## config.mk

```make
export PLATFORM = sky130hd
export DESIGN_NAME = vga_sync_decoder_480p_flat
export DESIGN_NICKNAME = d
export VERILOG_FILES = /design/src/rtl/vga_sync_decoder_480p_if.sv /design/src/rtl/vga_sync_decoder_480p.sv /design/src/flat_wrapper.sv
export SDC_FILE = /design/constraint.sdc
export NUM_CORES = 1
export LEC_CHECK = 0
export ABC_CLOCK_PERIOD_IN_PS = 5800
export CORE_ASPECT_RATIO = 0.5
export CORE_MARGIN = 3
export CORE_UTILIZATION = 45
export DETAILED_ROUTE_END_ITERATION = 6
export PLACE_DENSITY = 0.66
export SLEW_MARGIN = 20
export SYNTH_ARGS = -nofsm -noshare
export SYNTH_HDL_FRONTEND = slang
export SYNTH_SLANG_ARGS = --single-unit
```

## constraint.sdc

```tcl
create_clock -name clk_vga -period 5.8 [get_ports clk_vga]
set_input_delay 1.74 -clock clk_vga [delete_from_list [all_inputs] [get_ports clk_vga]]
set_output_delay 1.74 -clock clk_vga [all_outputs]
set_load 0.01 [all_outputs]
```

## src/rtl/vga_sync_decoder_480p_if.sv

```systemverilog
// vga_sync_decoder_480p_if: sync inputs and recovered timing outputs of the 480p sync decoder
interface vga_sync_decoder_480p_if;
  logic       hsync;
  logic       vsync;
  logic       de;
  logic [9:0] sx;
  logic [9:0] sy;
  logic       pix_valid;
  logic       line_start;
  logic       frame_start;
  logic       locked;
  logic [11:0] h_total;
  logic [11:0] v_total;
  logic       err_timing;
  modport master (
    output hsync, vsync, de,
    input  sx, sy, pix_valid, line_start, frame_start, locked, h_total, v_total, err_timing
  );
  modport slave (
    input  hsync, vsync, de,
    output sx, sy, pix_valid, line_start, frame_start, locked, h_total, v_total, err_timing
  );
endinterface

```

## src/rtl/vga_sync_decoder_480p.sv

```systemverilog
// vga_sync_decoder_480p: recovers pixel coordinates and line/frame timing from VGA syncs and reports lock
module vga_sync_decoder_480p #(
  parameter int H_TOTAL     = 800,
  parameter int H_ACTIVE    = 640,
  parameter int V_TOTAL     = 525,
  parameter int V_ACTIVE    = 480,
  parameter int LOCK_FRAMES = 2,
  parameter int TIMEOUT     = 2047
) (
  input  logic                    clk_vga,
  input  logic                    rst_n,
  vga_sync_decoder_480p_if.slave  bus
);
  localparam logic [11:0] HT = 12'(H_TOTAL);
  localparam logic [11:0] HA = 12'(H_ACTIVE);
  localparam logic [11:0] VT = 12'(V_TOTAL);
  localparam logic [11:0] VA = 12'(V_ACTIVE);
  localparam logic [11:0] TO = 12'(TIMEOUT - 1);
  localparam logic [3:0]  LF = 4'(LOCK_FRAMES);
  typedef enum logic [1:0] {SEARCH, TRACK, LOCKED} state_t;
  state_t      state;
  logic        hs_q, vs_q, de_q, vs_seen, bad_seen;
  logic [11:0] h_cnt, a_cnt, ln_cnt, act_ln;
  logic [3:0]  good_cnt;
  logic        hs_a, vs_a, de_r, line_bad, frame_good, time_out, first_row;
  logic [11:0] h_len, ln_eff;
  always_comb begin
    hs_a       = !bus.hsync & hs_q;
    vs_a       = !bus.vsync & vs_q;
    de_r       = bus.de & !de_q;
    first_row  = vs_seen | vs_a;
    h_len      = h_cnt + 12'd1;
    line_bad   = hs_a & ((h_len != HT) | ((a_cnt != 12'd0) & (a_cnt != HA)));
    // a line closing in the same cycle as the frame belongs to that frame
    ln_eff     = ln_cnt + {11'd0, hs_a};
    frame_good = (ln_eff == VT) & (act_ln == VA) & !bad_seen & !line_bad;
    time_out   = !hs_a & (h_cnt == TO);
  end
  always_ff @(posedge clk_vga or negedge rst_n) begin
    if (!rst_n) begin
      hs_q            <= 1'b1;
      vs_q            <= 1'b1;
      de_q            <= 1'b0;
      vs_seen         <= 1'b0;
      bad_seen        <= 1'b0;
      h_cnt           <= '0;
      a_cnt           <= '0;
      ln_cnt          <= '0;
      act_ln          <= '0;
      bus.sx          <= '0;
      bus.sy          <= '0;
      bus.pix_valid   <= 1'b0;
      bus.line_start  <= 1'b0;
      bus.frame_start <= 1'b0;
      bus.h_total     <= '0;
      bus.v_total     <= '0;
    end else begin
      hs_q            <= bus.hsync;
      vs_q            <= bus.vsync;
      de_q            <= bus.de;
      bus.pix_valid   <= bus.de;
      bus.line_start  <= de_r;
      bus.frame_start <= de_r & first_row;
      vs_seen         <= de_r ? 1'b0 : first_row;
      bus.sx          <= de_r ? 10'd0 : bus.de ? bus.sx + 10'd1 : bus.sx;
      bus.sy          <= !de_r ? bus.sy : first_row ? 10'd0 : bus.sy + 10'd1;
      h_cnt           <= hs_a ? 12'd0 : (&h_cnt) ? h_cnt : h_len;
      a_cnt           <= (hs_a ? 12'd0 : a_cnt) + {11'd0, bus.de};
      if (hs_a) bus.h_total <= h_len;
      if (vs_a) begin
        bus.v_total <= ln_eff;
        ln_cnt      <= '0;
        act_ln      <= '0;
        bad_seen    <= 1'b0;
      end else begin
        ln_cnt      <= ln_eff;
        act_ln      <= act_ln + {11'd0, de_r};
        bad_seen    <= bad_seen | line_bad;
      end
    end
  end
  always_ff @(posedge clk_vga or negedge rst_n) begin
    if (!rst_n) begin
      state          <= SEARCH;
      good_cnt       <= '0;
      bus.locked     <= 1'b0;
      bus.err_timing <= 1'b0;
    end else begin
      bus.err_timing <= 1'b0;
      if (time_out) begin
        bus.err_timing <= 1'b1;
        bus.locked     <= 1'b0;
        state          <= SEARCH;
        good_cnt       <= '0;
      end else begin
        case (state)
          SEARCH: if (vs_a) begin
            state    <= TRACK;
            good_cnt <= '0;
          end
          TRACK: if (vs_a) begin
            if (!frame_good) begin
              good_cnt       <= '0;
              bus.err_timing <= 1'b1;
            end else if (good_cnt + 4'd1 == LF) begin
              good_cnt   <= '0;
              state      <= LOCKED;
              bus.locked <= 1'b1;
            end else begin
              good_cnt <= good_cnt + 4'd1;
            end
          end
          LOCKED: if (line_bad | (vs_a & !frame_good)) begin
            bus.err_timing <= 1'b1;
            bus.locked     <= 1'b0;
            state          <= TRACK;
            good_cnt       <= '0;
          end
          default: state <= SEARCH;
        endcase
      end
    end
  end
endmodule

```

## src/flat_wrapper.sv

```systemverilog
// flat-port wrapper written by rule: the top's interface ports become plain ports
module vga_sync_decoder_480p_flat 
#(
  parameter int H_TOTAL     = 800,
  parameter int H_ACTIVE    = 640,
  parameter int V_TOTAL     = 525,
  parameter int V_ACTIVE    = 480,
  parameter int LOCK_FRAMES = 2,
  parameter int TIMEOUT     = 2047
)
  (clk_vga, rst_n, bus_hsync, bus_vsync, bus_de, bus_sx, bus_sy, bus_pix_valid, bus_line_start, bus_frame_start, bus_locked, bus_h_total, bus_v_total, bus_err_timing);
  vga_sync_decoder_480p_if bus_i ();
  input  logic clk_vga;
  input  logic rst_n;
  input wire logic [$bits(bus_i.hsync)-1:0] bus_hsync;
  input wire logic [$bits(bus_i.vsync)-1:0] bus_vsync;
  input wire logic [$bits(bus_i.de)-1:0] bus_de;
  output wire logic [$bits(bus_i.sx)-1:0] bus_sx;
  output wire logic [$bits(bus_i.sy)-1:0] bus_sy;
  output wire logic [$bits(bus_i.pix_valid)-1:0] bus_pix_valid;
  output wire logic [$bits(bus_i.line_start)-1:0] bus_line_start;
  output wire logic [$bits(bus_i.frame_start)-1:0] bus_frame_start;
  output wire logic [$bits(bus_i.locked)-1:0] bus_locked;
  output wire logic [$bits(bus_i.h_total)-1:0] bus_h_total;
  output wire logic [$bits(bus_i.v_total)-1:0] bus_v_total;
  output wire logic [$bits(bus_i.err_timing)-1:0] bus_err_timing;
  assign bus_i.hsync = bus_hsync;
  assign bus_i.vsync = bus_vsync;
  assign bus_i.de = bus_de;
  assign bus_sx = bus_i.sx;
  assign bus_sy = bus_i.sy;
  assign bus_pix_valid = bus_i.pix_valid;
  assign bus_line_start = bus_i.line_start;
  assign bus_frame_start = bus_i.frame_start;
  assign bus_locked = bus_i.locked;
  assign bus_h_total = bus_i.h_total;
  assign bus_v_total = bus_i.v_total;
  assign bus_err_timing = bus_i.err_timing;
  vga_sync_decoder_480p #(.H_TOTAL(H_TOTAL), .H_ACTIVE(H_ACTIVE), .V_TOTAL(V_TOTAL), .V_ACTIVE(V_ACTIVE), .LOCK_FRAMES(LOCK_FRAMES), .TIMEOUT(TIMEOUT)) u_core (.clk_vga(clk_vga), .rst_n(rst_n), .bus(bus_i));
endmodule
```

==> reports/metrics.yaml <==
synthesis:
  synth_flop_cell: "dfrtp_1"
  syn_area_per_cell_sq_um: 9.50
  ys_types: 48
  synth_compound_area_share_pct: 9.77
  synthMuxAreaShare_pct: 0.578
  yosysSeqAreaShare_pct: 51.6
  yosysWarnings: 0
  syn-num-nets: 568
  synth_xor_area_share_pct: 8.26
  syn_inst: 547
  yosys-top-cells-count: "105 x dfrtp_1, 70 x nand2_1, 61 x o21ai_0"
  syn_area_sq_um: 5200
  synth-simple-area-share_pct: 22.9
  synth_adder_area_share_pct: 3.85
  synth_area_leader_cell: "dfrtp_1"
  post-synth-top-count-cell: "dfrtp_1"
  ys_ff_latch: 107
  synth_top_family_by_area: "simple AND/OR/NAND/NOR gates"
  async_reset_ff_share_pct: 100
  synth_top_area_share_pct: 50.5
  synth_edf_count: 0
  synth.area.top_cells: "dfrtp_1 51%, o21ai_0 5.9%, nand2_1 5.1%"
sta:
  max_freq_mhz: 220
  slew_violations: 0
  setup_ws_ns: 1.25
  skew_ns: 0.00593
  period_needed_ns: 4.55
  worstMarginPinSlew_ns: 0.722
  setup_tns_ns: 0
  fin_crit_sh_pct: 78.5
  rsz0062_at_grt: "no"
  setup_viol: 0
  final_hold_viol_count: 0
  max_slew_margin_pct: 51.9
cts:
  cts_buffers: 9
  cts_max_level: 3
  root_buffer: "clkbuf_16"
  cts_tree: "done"
  clk_pin_slew_ns: 0.06
  holdBufCountCts: 0
  postCtsSetupRepairBufs: 0
  worstSkewPairLatency_ns: 0.34
  clock-sinks: 107
  clockBufferDepth: 2
  cts_resized: 0
worst_hold_path:
  hp-class: "reg2reg"
floorplan:
  chipHeight_microns: 82
  io_pins: 54
  design.core.area_sq_um: 11100
  dieArea_sq_um: 13000
  rows: 27
  initial_core_util_pct: 46.8
  die_w_microns: 158
worst_setup_path:
  criticalPathCategory: "in2reg"
  start_kind: "input pin"
  cp_data_required_time_ns: 6.07
  cp-end-kind: "flip-flop"
  cp_max_fo: 5
  cp.arrival_ns: 4.83
detailed_routing:
  drtAntennaViolNets: 0
  drt-initial-drc-count: 202
  routed_wl_microns: 10500
  firstDrtPassIters: 4
  drc: 0
  vias: 3969
  avgRoutedWirePerCell_microns: 14.2
  routed_via_density: 5.34
final_layout:
  regArea_sq_um: 2680
  fin_area_sq_um: 6150
  multi_input_area_sq_um: 2360
  final_cells: 743
  n_antenna_cell: 0
  utilization_pct: 55.4
  fill_cells: 983
  drive_gt1_share_pct: 5.35
  syn2layout_area_growth_pct: 18.3
  fin_nets: 614
global_route:
  antenna_found_initial: 0
  grt_pass1_vias: 3760
  overflow: 0
  grt_first_pass_wirelength_microns: 17800
  grt_start_max_net_pins: 80
  grt_use_total_pct: 17.3
placement:
  place.gp.congestion: 0.787
  place_area_sq_um: 5860
  place.port_buffers: 53
  place_worst_setup_slack_ns: 0.918
  hpwl_microns: 7180
  place_inst: 727
pwr:
  power_density_nw_per_um2: 298
  ir_drop_uv: 146
  power_leakage_nw: 2.66
job:
  max_cap_viol_count: 0
outcome:
  outcome: "finished, final reports clean"
[layout make-up]
type                    count  share of cell area, %
inverters                  18                   1.10
multi-input cells         399                   38.4
flip-flops and latches    107                   43.6
well taps                 145                   2.95
clock buffers              14                   4.13
clock inverters             2                  0.569
repair buffers             58                   9.25
[critical path, stage by stage]
cell and delay [ns]:
clkdlybuf4s50_1 0.47, nand2b_1 0.13, inv_1 0.06, ha_1 0.25, ha_1 0.32, nor4b_1 0.32
nand3_1 0.12, nor4_1 0.27, and4b_1 0.35, nand3_1 0.14, or4_4 0.52, o21ai_2 0.12
[logic make-up after synthesis]
logic type / count (synthesis)
flip-flops: 107
multiplexers: 3
AND/OR/NAND/NOR: 244
XOR/XNOR: 49
buffers and inverters: 41
adder cells (fa/ha/maj): 16
AO/OA/AOI/OAI: 87
[power by group]
part	internal [mW]	switching [mW]	leakage (nW)
Clock	0.347	0.257	0.141
Combinational	0.161	0.188	1.07
Sequential	0.816	0.0660	1.45
[per-stage QoR]
stage	hold WS [ns]	power, mW
6_report	0.474	1.84
3_3_place_gp	0.461	1.24
2_1_floorplan	0.467	1.10
4_1_cts	0.484	1.86
5_1_grt	0.499	1.94
3_5_place_dp	0.469	1.25
[cell usage in the layout, fill, tap and decap left out, types with 9 or more instances in the layout]
| cell type | n |
|---|---|
| dfrtp_1 | 105 |
| nand2_1 | 70 |
| o21ai_0 | 61 |
| nor2_1 | 60 |
| clkdlybuf4s50_1 | 52 |
| nand3_1 | 32 |
| xor2_1 | 28 |
| xnor2_1 | 21 |
| inv_1 | 18 |
| nand4_1 | 16 |
| nor3_1 | 16 |
| ha_1 | 16 |
| a21oi_1 | 9 |
| clkbuf_16 | 9 |
[registers in the layout, indices dropped and copies added, names as in the netlist]
name                    flops
u_core.a_cnt               12
u_core.act_ln              12
u_core.bad_seen             1
u_core.bus.err_timing       1
u_core.bus.frame_start      1
u_core.bus.h_total         12
u_core.bus.line_start       1
u_core.bus.locked           1
u_core.bus.pix_valid        1
u_core.bus.sx              10
u_core.bus.sy              10
u_core.bus.v_total         12
u_core.good_cnt             4
u_core.h_cnt               12
u_core.hs_q                 1
u_core.ln_cnt              12
u_core.state                2
u_core.vs_q                 1
u_core.vs_seen              1
[layer usage]
metal | part of all wire (%) | vias up | routed length (microns) | GRT usage (%)
li1 | - | 1972 | - | -
met1 | 47 | 1915 | 5000 | 22.6
met2 | 47 | 74 | 4900 | 28.7
met3 | 5.2 | 8 | 551 | 4.74
met4 | 0.65 | 0 | 68 | 5.06
met5 | 0 | - | 0 | 0
[final timing paths]
check | startpoint | endpoint | slack (ns) | depth (start not counted)
min in group asynchronous | rst_n | u_core.bus.h_total[7] | 1.44 | 1
setup / recovery | bus_hsync | u_core.good_cnt[0] | 1.25 | 12
max in group asynchronous | rst_n | u_core.act_ln[8] | 3.50 | 2
hold reg to reg | u_core.bus.h_total[8] | u_core.bus.h_total[8] | 0.47 | 2
setup reg to reg | u_core.hs_q | u_core.good_cnt[0] | 2.67 | 11
hold / removal | u_core.bus.h_total[8] | u_core.bus.h_total[8] | 0.47 | 2
Power figures use the tool's default switching activity.
